[src/rtl/count_load_ctrl.sv]
// count_load_ctrl: upstream controller for a loadable incrementing counter.
// Accepts {start, end, periodic} commands on a valid/ready port, loads the
// counter, enables it until its output equals the end value, then pulses done
// and either returns to idle or reloads for another period.
module count_load_ctrl #(
  parameter int WIDTH = 8
) (
  input  logic             clk,
  input  logic             reset,
  input  logic             cmd_valid,
  output logic             cmd_ready,
  input  logic [WIDTH-1:0] cmd_start,
  input  logic [WIDTH-1:0] cmd_end,
  input  logic             cmd_periodic,
  input  logic             abort,
  input  logic [WIDTH-1:0] cnt_q,
  output logic [WIDTH-1:0] cnt_data,
  output logic             cnt_load,
  output logic             cnt_enable,
  output logic             done,
  output logic             busy
);

  typedef enum logic [1:0] {S_IDLE, S_LOAD, S_RUN, S_DONE} state_t;

  state_t           r_state;
  state_t           w_next;
  logic [WIDTH-1:0] r_start;
  logic [WIDTH-1:0] r_end;
  logic             r_per;
  logic             w_accept;
  logic             w_at_end;

  // Only equality is detected; a count that jumps past r_end keeps running.
  assign w_at_end = (cnt_q == r_end);
  assign w_accept = cmd_valid & cmd_ready;

  // State register.
  always_ff @(posedge clk) begin
    if (reset) r_state <= S_IDLE;
    else       r_state <= w_next;
  end

  // Command capture; only updated on a handshake, so cmd_* may change freely while busy.
  always_ff @(posedge clk) begin
    if (reset) begin
      r_start <= '0;
      r_end   <= '0;
      r_per   <= 1'b0;
    end else if (w_accept) begin
      r_start <= cmd_start;
      r_end   <= cmd_end;
      r_per   <= cmd_periodic;
    end
  end

  // Next-state and outputs; every output is forced low while reset is high.
  always_comb begin
    w_next     = r_state;
    cmd_ready  = 1'b0;
    cnt_data   = '0;
    cnt_load   = 1'b0;
    cnt_enable = 1'b0;
    done       = 1'b0;
    busy       = 1'b0;
    if (!reset) begin
      cnt_data   = r_start;
      cmd_ready  = (r_state == S_IDLE) & ~abort;
      cnt_load   = (r_state == S_LOAD) & ~abort;
      cnt_enable = (r_state == S_RUN) & ~w_at_end & ~abort;
      done       = (r_state == S_DONE);
      busy       = (r_state != S_IDLE);
    end
    unique case (r_state)
      S_IDLE: if (w_accept) w_next = S_LOAD;
      // Counter shows r_start from the first RUN cycle.
      S_LOAD: w_next = abort ? S_IDLE : S_RUN;
      S_RUN: begin
        if (abort)         w_next = S_IDLE;
        else if (w_at_end) w_next = S_DONE;
      end
      // abort here still lets done show this cycle but blocks the reload.
      S_DONE: w_next = (r_per & ~abort) ? S_LOAD : S_IDLE;
      default: w_next = S_IDLE;
    endcase
  end

endmodule

[config.mk]
export PLATFORM = sky130hd
export DESIGN_NAME = count_load_ctrl
export DESIGN_NICKNAME = d
export VERILOG_FILES = /design/src/rtl/count_load_ctrl.sv
export SDC_FILE = /design/constraint.sdc
export NUM_CORES = 1
export LEC_CHECK = 0
export ABC_CLOCK_PERIOD_IN_PS = 1400
export CORE_MARGIN = 4
export CORE_UTILIZATION = 37
export CTS_BUF_LIST = sky130_fd_sc_hd__clkbuf_8
export CTS_CLUSTER_DIAMETER = 50
export DETAILED_ROUTE_END_ITERATION = 6
export PLACE_DENSITY = 0.77
export SLEW_MARGIN = 20
export SYNTH_ARGS = -nofsm -noshare
export SYNTH_HDL_FRONTEND = slang
export SYNTH_SLANG_ARGS = --single-unit
[constraint.sdc]
create_clock -name clk -period 1.4 [get_ports clk]
set_clock_uncertainty 0.15 [all_clocks]
set_input_delay 0.28 -clock clk [delete_from_list [all_inputs] [get_ports clk]]
set_output_delay 0.28 -clock clk [all_outputs]
set_load 0.03 [all_outputs]
==> run metrics, run 1 <==
GRT Total Usage between 10% and 20%; Peak supply drop roughly 0.60 mV; largest family of logic cells by synthesized area simple AND/OR/NAND/NOR gates; Placer Congestion about 0.74; min Tclk post-route between 1.5 and 2 ns; register area share after synthesis 43.9%; setup TNS -2.40 ns; Reg power frac 46.5%; Avg WL per Cell 14.9 um; critical path's top delay family simple AND/OR/NAND/NOR gates; min-delay src r_start[1]; prevailing post-synth register cell dfxtp_1; register area just under 400 um^2; Initial Utilization 39.2%; Pwr Density between 700 and 800 mW/mm^2; simple-gate share of the synthesized area between 20 and 30%; Post-Synth Adder-Cell Area 0%; clock share of power 30.5%; root buffer cell clkbuf_8; internal power 0.905 mW; Synth Warn # 0; clock-pin slew on the worst setup and hold paths ~0.070 ns; CTS Hold Bufs 0; worst hold endpoint r_start[1]; slowest CP cell nor4_4; Async SR Flop Fraction 0%; post-synthesis mux area share 0%; initial DRC count 17; DRC 0; antenna viol nets, final 0; P_leak 0.648 nW; most common cell after layout, fill and taps aside nand2_1; CP endpoint kind primary output; Die Footprint 0.00318 mm^2; critical path peak fanout 2; syn nets 140; footprint of the multi-input gates about 620 um^2; reg2reg path depth 5; Num CTS Buffers 3; row count 17; # IOs 42; f_max approximately 540 MHz; RSZ-0062 raised after global routing yes; logic gate share of total power between 20% and 30%; later-pin clock latency in the skew report between 0.2 and 0.3 ns; GR Overflow Total 0; detailed placement HPWL 1820 um; number of global-route vias before repair between 900 and 1,000; synthesized area just under 900 um^2; first-pass GRT wire length about 4200 um; Fillers approximately 150; WP data arrival approximately 1.4 ns; Die X-Extent about 56 um; EDFF count, synth 0; WHS Path Cells 2; Clock Tree Buf Depth 2; DIE HEIGHT 56.4 um; Synth Area per Inst between 7 and 8 um^2; nets@finish slightly below 200; Reg2Reg Capture Point r_state[0]; worst path cell trace xor2_1 -> nor4_4 -> a2111oi_4 -> buf_4; # port buffers roughly 40; Worst EP required roughly 0.97 ns; Hold/Removal Path Class flip-flop to flip-flop; Post-Synthesis Cells 111; Final Max Tran Viols 0; Setup Viol. Count Final 23; critical path's largest stage delay 0.38 ns; CP Launch Type flip-flop; switching power share of the total a little over a quarter; total power roughly 1.2 mW; DR vias/cell approximately 4.8; Max-Slew Margin vs Limit 77.9%; Synth Area in XOR/XNOR about 8%; largest net degree at the start of global routing 18; Psw between 0.3 and 0.4 mW; antenna violations before repair 0; Tcrit/Tclk final 133%; Worst-Margin Slew ~0.33 ns; r2r setup slk -0.22 ns; drt total wl 2930 um; share of cells above drive strength 1 roughly 41%; Sink Count 19; TritonCTS clock tree built; Hold Vio Cnt, Final 0; Antenna diodes 0; final worst slack -0.458 ns; Max-Cap Viols 0; Synth Area in Compound Gates 14.1%; synth-to-layout area growth 92.6%; critical path class flip-flop to primary output; Pre-Repair DR Iteration Count 4; status finished with violations; Vias around 950; failing checks negative setup slack; CTS H-Tree Depth 1; WHS between 0.2 and 0.3 ns; Core ar. about 0.0022 mm^2; Synth Register Bits 19; WP buf/inv 1; most frequent cells in the layout nand2_1 (34), buf_4 (21), clkdlybuf4s50_1 (18); synth unique cells 19; RR Startpoint r_end[7]
-- worst reg2reg max path, stage by stage (launching register included) --
cell	delay (ns)
dfxtp_2	0.34
xor2_2	0.18
nor4_4	0.35
buf_4	0.18
a211oi_4	0.06
a2111oi_2	0.24
-- cell usage after synthesis (2+ instances only) --
cell / count / area, um^2
nor2b_1: 8 / 50.1
dfxtp_1: 19 / 380
a211oi_1: 2 / 15.0
a2111oi_0: 2 / 17.5
xor2_1: 8 / 70.1
nor2_1: 3 / 11.3
nor4_1: 2 / 12.5
nand2_1: 38 / 143
a21oi_1: 17 / 85.1
clkbuf_1: 3 / 11.3
-- stage by stage --
stage | area (um^2) | utilization, % | instances | setup slack, ns
global route | 1670 | 75.5 | 197 | -0.526
global placement | 1380 | 62.2 | 186 | -0.664
CTS | 1570 | 70.9 | 197 | -0.529
detailed placement | 1380 | 62.2 | 186 | -0.685
finish | 1670 | 75.5 | 197 | -0.458
floorplan | 900 | - | 111 | -0.271
-- cells by family after synthesis --
logic type | after synthesis
buf+inv | 7
simple gates | 55
compound gates | 22
flops | 19
xor+xnor | 8
-- worst max path at each step --
stage | start | end | slack [ns] | depth (start not counted)
detailed placement | cnt_q[7] | cnt_enable | -0.69 | 6
finish | r_end[1] | cnt_enable | -0.46 | 4
global placement | cnt_q[3] | cnt_enable | -0.66 | 6
floorplan | r_state[0] | r_end[0] | -0.27 | 6
CTS | r_end[0] | cnt_enable | -0.53 | 5
global route | r_end[1] | cnt_enable | -0.53 | 4
-- metal layers --
layer	routed length, um	vias to the layer above	GRT usage [%]
met3	84	8	2.76
met5	0	-	0
met2	1580	21	30.9
li1	-	473	-
met4	105	0	5.42
met1	1170	447	18.7
-- sequential cells by signal, summed over array words and instances (netlist names) --
register,count
r_start,8
r_per,1
r_state,2
r_end,8
-- power groups by stage --
| stage | Clock [mW] | Combinational [mW] | Sequential, mW |
|---|---|---|---|
| floorplan | 0 | 0.0904 | 0.580 |
| global placement | 0 | 0.218 | 0.581 |
| detailed placement | 0 | 0.223 | 0.582 |
| CTS | 0.379 | 0.252 | 0.570 |
| global route | 0.405 | 0.299 | 0.573 |
| finish | 0.374 | 0.283 | 0.572 |
-- repair_timing --
action,4_1_cts,5_1_grt
endpoints found under the setup margin,31,23
setup buffers,8,2
gates cloned,0,1
pin swaps,12,11
gates resized for setup,44,16
-- layout make-up --
cell class,count,share of cell area [%]
tap,28,2.10
sequential,19,23.7
multi-input combinational,85,37.0
inverter,1,0.225
clock buffer,3,2.47
timing repair buffer,60,34.2
clock inverter,1,0.225
No activity file was read; power rests on OpenSTA's default activity.
==> inputs of run 2 (changes only) <==
REMOVE_ABC_BUFFERS = 1   (was unset)
==> run metrics, run 2 (same netlist as run 1, synthesis figures left out) <==
failing checks negative setup slack; Antenna diodes 0 (unchanged); status finished with violations; WP data arrival 1.45 ns (+0.02 ns); Worst EP required 0.97 ns (about the same); Sink Count 19 (unchanged); antenna viol nets, final 0 (unchanged); detailed placement HPWL 1640 um (-9.7%); critical path's top delay family compound AO/OA/AOI/OAI gates; Psw 0.331 mW (+2.0%); TritonCTS clock tree built; Reg power frac 45.8% (-0.7 points); dpl cells 186 (unchanged); row count 17 (unchanged); antenna violations before repair 0 (unchanged); RSZ-0062 raised after global routing yes; Clock Tree Buf Depth 2 (unchanged); root buffer cell clkbuf_8; GRT Total Usage 16.2% (-0.29 points); internal power 0.917 mW (+1.3%); largest net degree at the start of global routing 14 (-4); clock share of power 31.1% (+0.6 points); Pre-Repair DR Iteration Count 3 (-1); Die Footprint 0.00318 mm^2 (unchanged); number of global-route vias before repair 907 (-8.0%); Die X-Extent 56.4 um (unchanged); CTS H-Tree Depth 1 (unchanged); Initial Utilization 39.2% (unchanged); Setup WS pre-CTS -0.747 ns (-0.0619 ns); min Tclk post-route 1.88 ns (+0.0259 ns); final core utilization 76.2% (+0.74 points); most common cell after layout, fill and taps aside nand2_1; CP Launch Type flip-flop; WP buf/inv 1 (unchanged); Vias 941 (-0.84%); slowest CP cell a2111oi_2; DR vias/cell 4.83 (+0.17%); critical path's largest stage delay 0.38 ns (about the same); switching power share of the total 26.5% (+0.12 points); Setup Viol. Count Final 23 (unchanged); Worst-Margin Slew 0.310 ns (-0.0188 ns); logic gate share of total power 23.1% (about the same); CP endpoint kind primary output; GR Overflow Total 0 (unchanged); Max-Slew Margin vs Limit 78.8% (+0.88 points); critical path class flip-flop to primary output; worst path cell trace xor2_1 -> nor4_2 -> a2111oi_2 -> buf_4; f_max 531 MHz (-1.4%); synth-to-layout area growth 94.5%; DRC 0 (unchanged); Num CTS Buffers 3 (unchanged); nets@finish 197 (-1.0%); Hold Vio Cnt, Final 0 (unchanged); Tcrit/Tclk final 135% (+1.8 points); total power 1.25 mW (+1.5%); clock-pin slew on the worst setup and hold paths 0.08 ns (about the same); Avg WL per Cell 13.5 um (-9.2%); DIE HEIGHT 56.4 um (unchanged); first-pass GRT wire length 4120 um (-2.6%); CTS Hold Bufs 0 (unchanged); Largest regs r_end x8, r_start x8, r_state x2; most frequent cells in the layout nand2_1 (26), clkdlybuf4s50_1 (18), buf_4 (18); critical path peak fanout 2 (unchanged); Hold/Removal Path Class input port to flip-flop; Pwr Density 740 mW/mm^2 (+0.52%); final worst slack -0.484 ns (-0.0259 ns); Fillers 164 (+7.9%); Placer Congestion 0.670 (-9.0%); Max-Cap Viols 0 (unchanged); later-pin clock latency in the skew report 0.26 ns (about the same); # IOs 42 (unchanged); drt total wl 2640 um (-10%); P_leak 0.659 nW (+1.6%); setup TNS -4.22 ns (-1.82 ns); # port buffers 41 (unchanged); Core ar. 0.00221 mm^2 (unchanged); initial DRC count 7 (-10); non-filler cells, final 195 (-1.0%); share of cells above drive strength 1 50.9% (+10 points); Peak supply drop 1.11 mV (+84%); Final Max Tran Viols 0 (unchanged)
-- run 2: cell count changes in the layout (fill, tap and decap cells not counted), sizes merged --
cell,before,now
clkinv,0,1
clkbuf,4,3
inv,2,1
bufbuf,0,1
buf,32,30
-- run 2: metrics by stage --
| step | instance area, um^2 | hold WS (ns) |
|---|---|---|
| floorplan | 832 | 0.199 |
| global placement | 1340 | 0.289 |
| detailed placement | 1340 | 0.295 |
| CTS | 1530 | 0.254 |
| global route | 1690 | 0.286 |
| finish | 1690 | 0.266 |
-- run 2: repair_timing --
action                     4_1_cts  5_1_grt
gates cloned                     2        0
setup buffers                    3        0
resized for setup               42       40
setup endpoints to repair       31       24
pin swaps                       15       25
-- run 2: worst paths after layout --
kind / start / endpoint / slack (ns) / cells after the start
max reg2reg: r_state[0] / r_end[2] / -0.20 / 7
max: r_end[4] / cnt_enable / -0.48 / 4
min: reset / r_start[3] / 0.27 / 3
min reg2reg: r_start[1] / r_start[1] / 0.31 / 2
-- run 2: layout make-up --
cell class                 instances  area (um^2)  share of cell area, %
clock inverter                     1         5.00                  0.297
timing repair buffer              58          568                   33.7
clock buffer                       3         41.3                   2.45
sequential                        19          392                   23.2
tap                               28         35.0                   2.08
inverter                           1         3.75                  0.223
multi-input combinational         85          642                   38.1
-- run 2: worst register-to-register path, stage by stage (launching register included) --
cell and delay (ns):
dfxtp_2 0.33, buf_6 0.12, nor4_4 0.29, buf_4 0.17, and2_4 0.17, buf_8 0.14, nand2_2 0.06, a21oi_2 0.12
-- run 2: power groups by stage --
stage               Combinational (mW)  Clock (mW)  Sequential [mW]
floorplan                       0.0689           0            0.580
global placement                 0.210           0            0.579
detailed placement               0.213           0            0.580
CTS                              0.251       0.395            0.569
global route                     0.309       0.423            0.574
finish                           0.289       0.387            0.571
-- run 2: layer usage --
layer	routed length, um	vias to the layer above	global-route usage [%]
li1	-	476	-
met1	1020	431	18.1
met2	1340	32	29.5
met3	232	2	7.82
met4	35	0	0
met5	0	-	0
==> inputs of run 3 (changes only) <==
CAP_MARGIN = 15   (was unset)
==> results of run 3 <==
Final layout, timing and power as in run 2 (identical DEF).
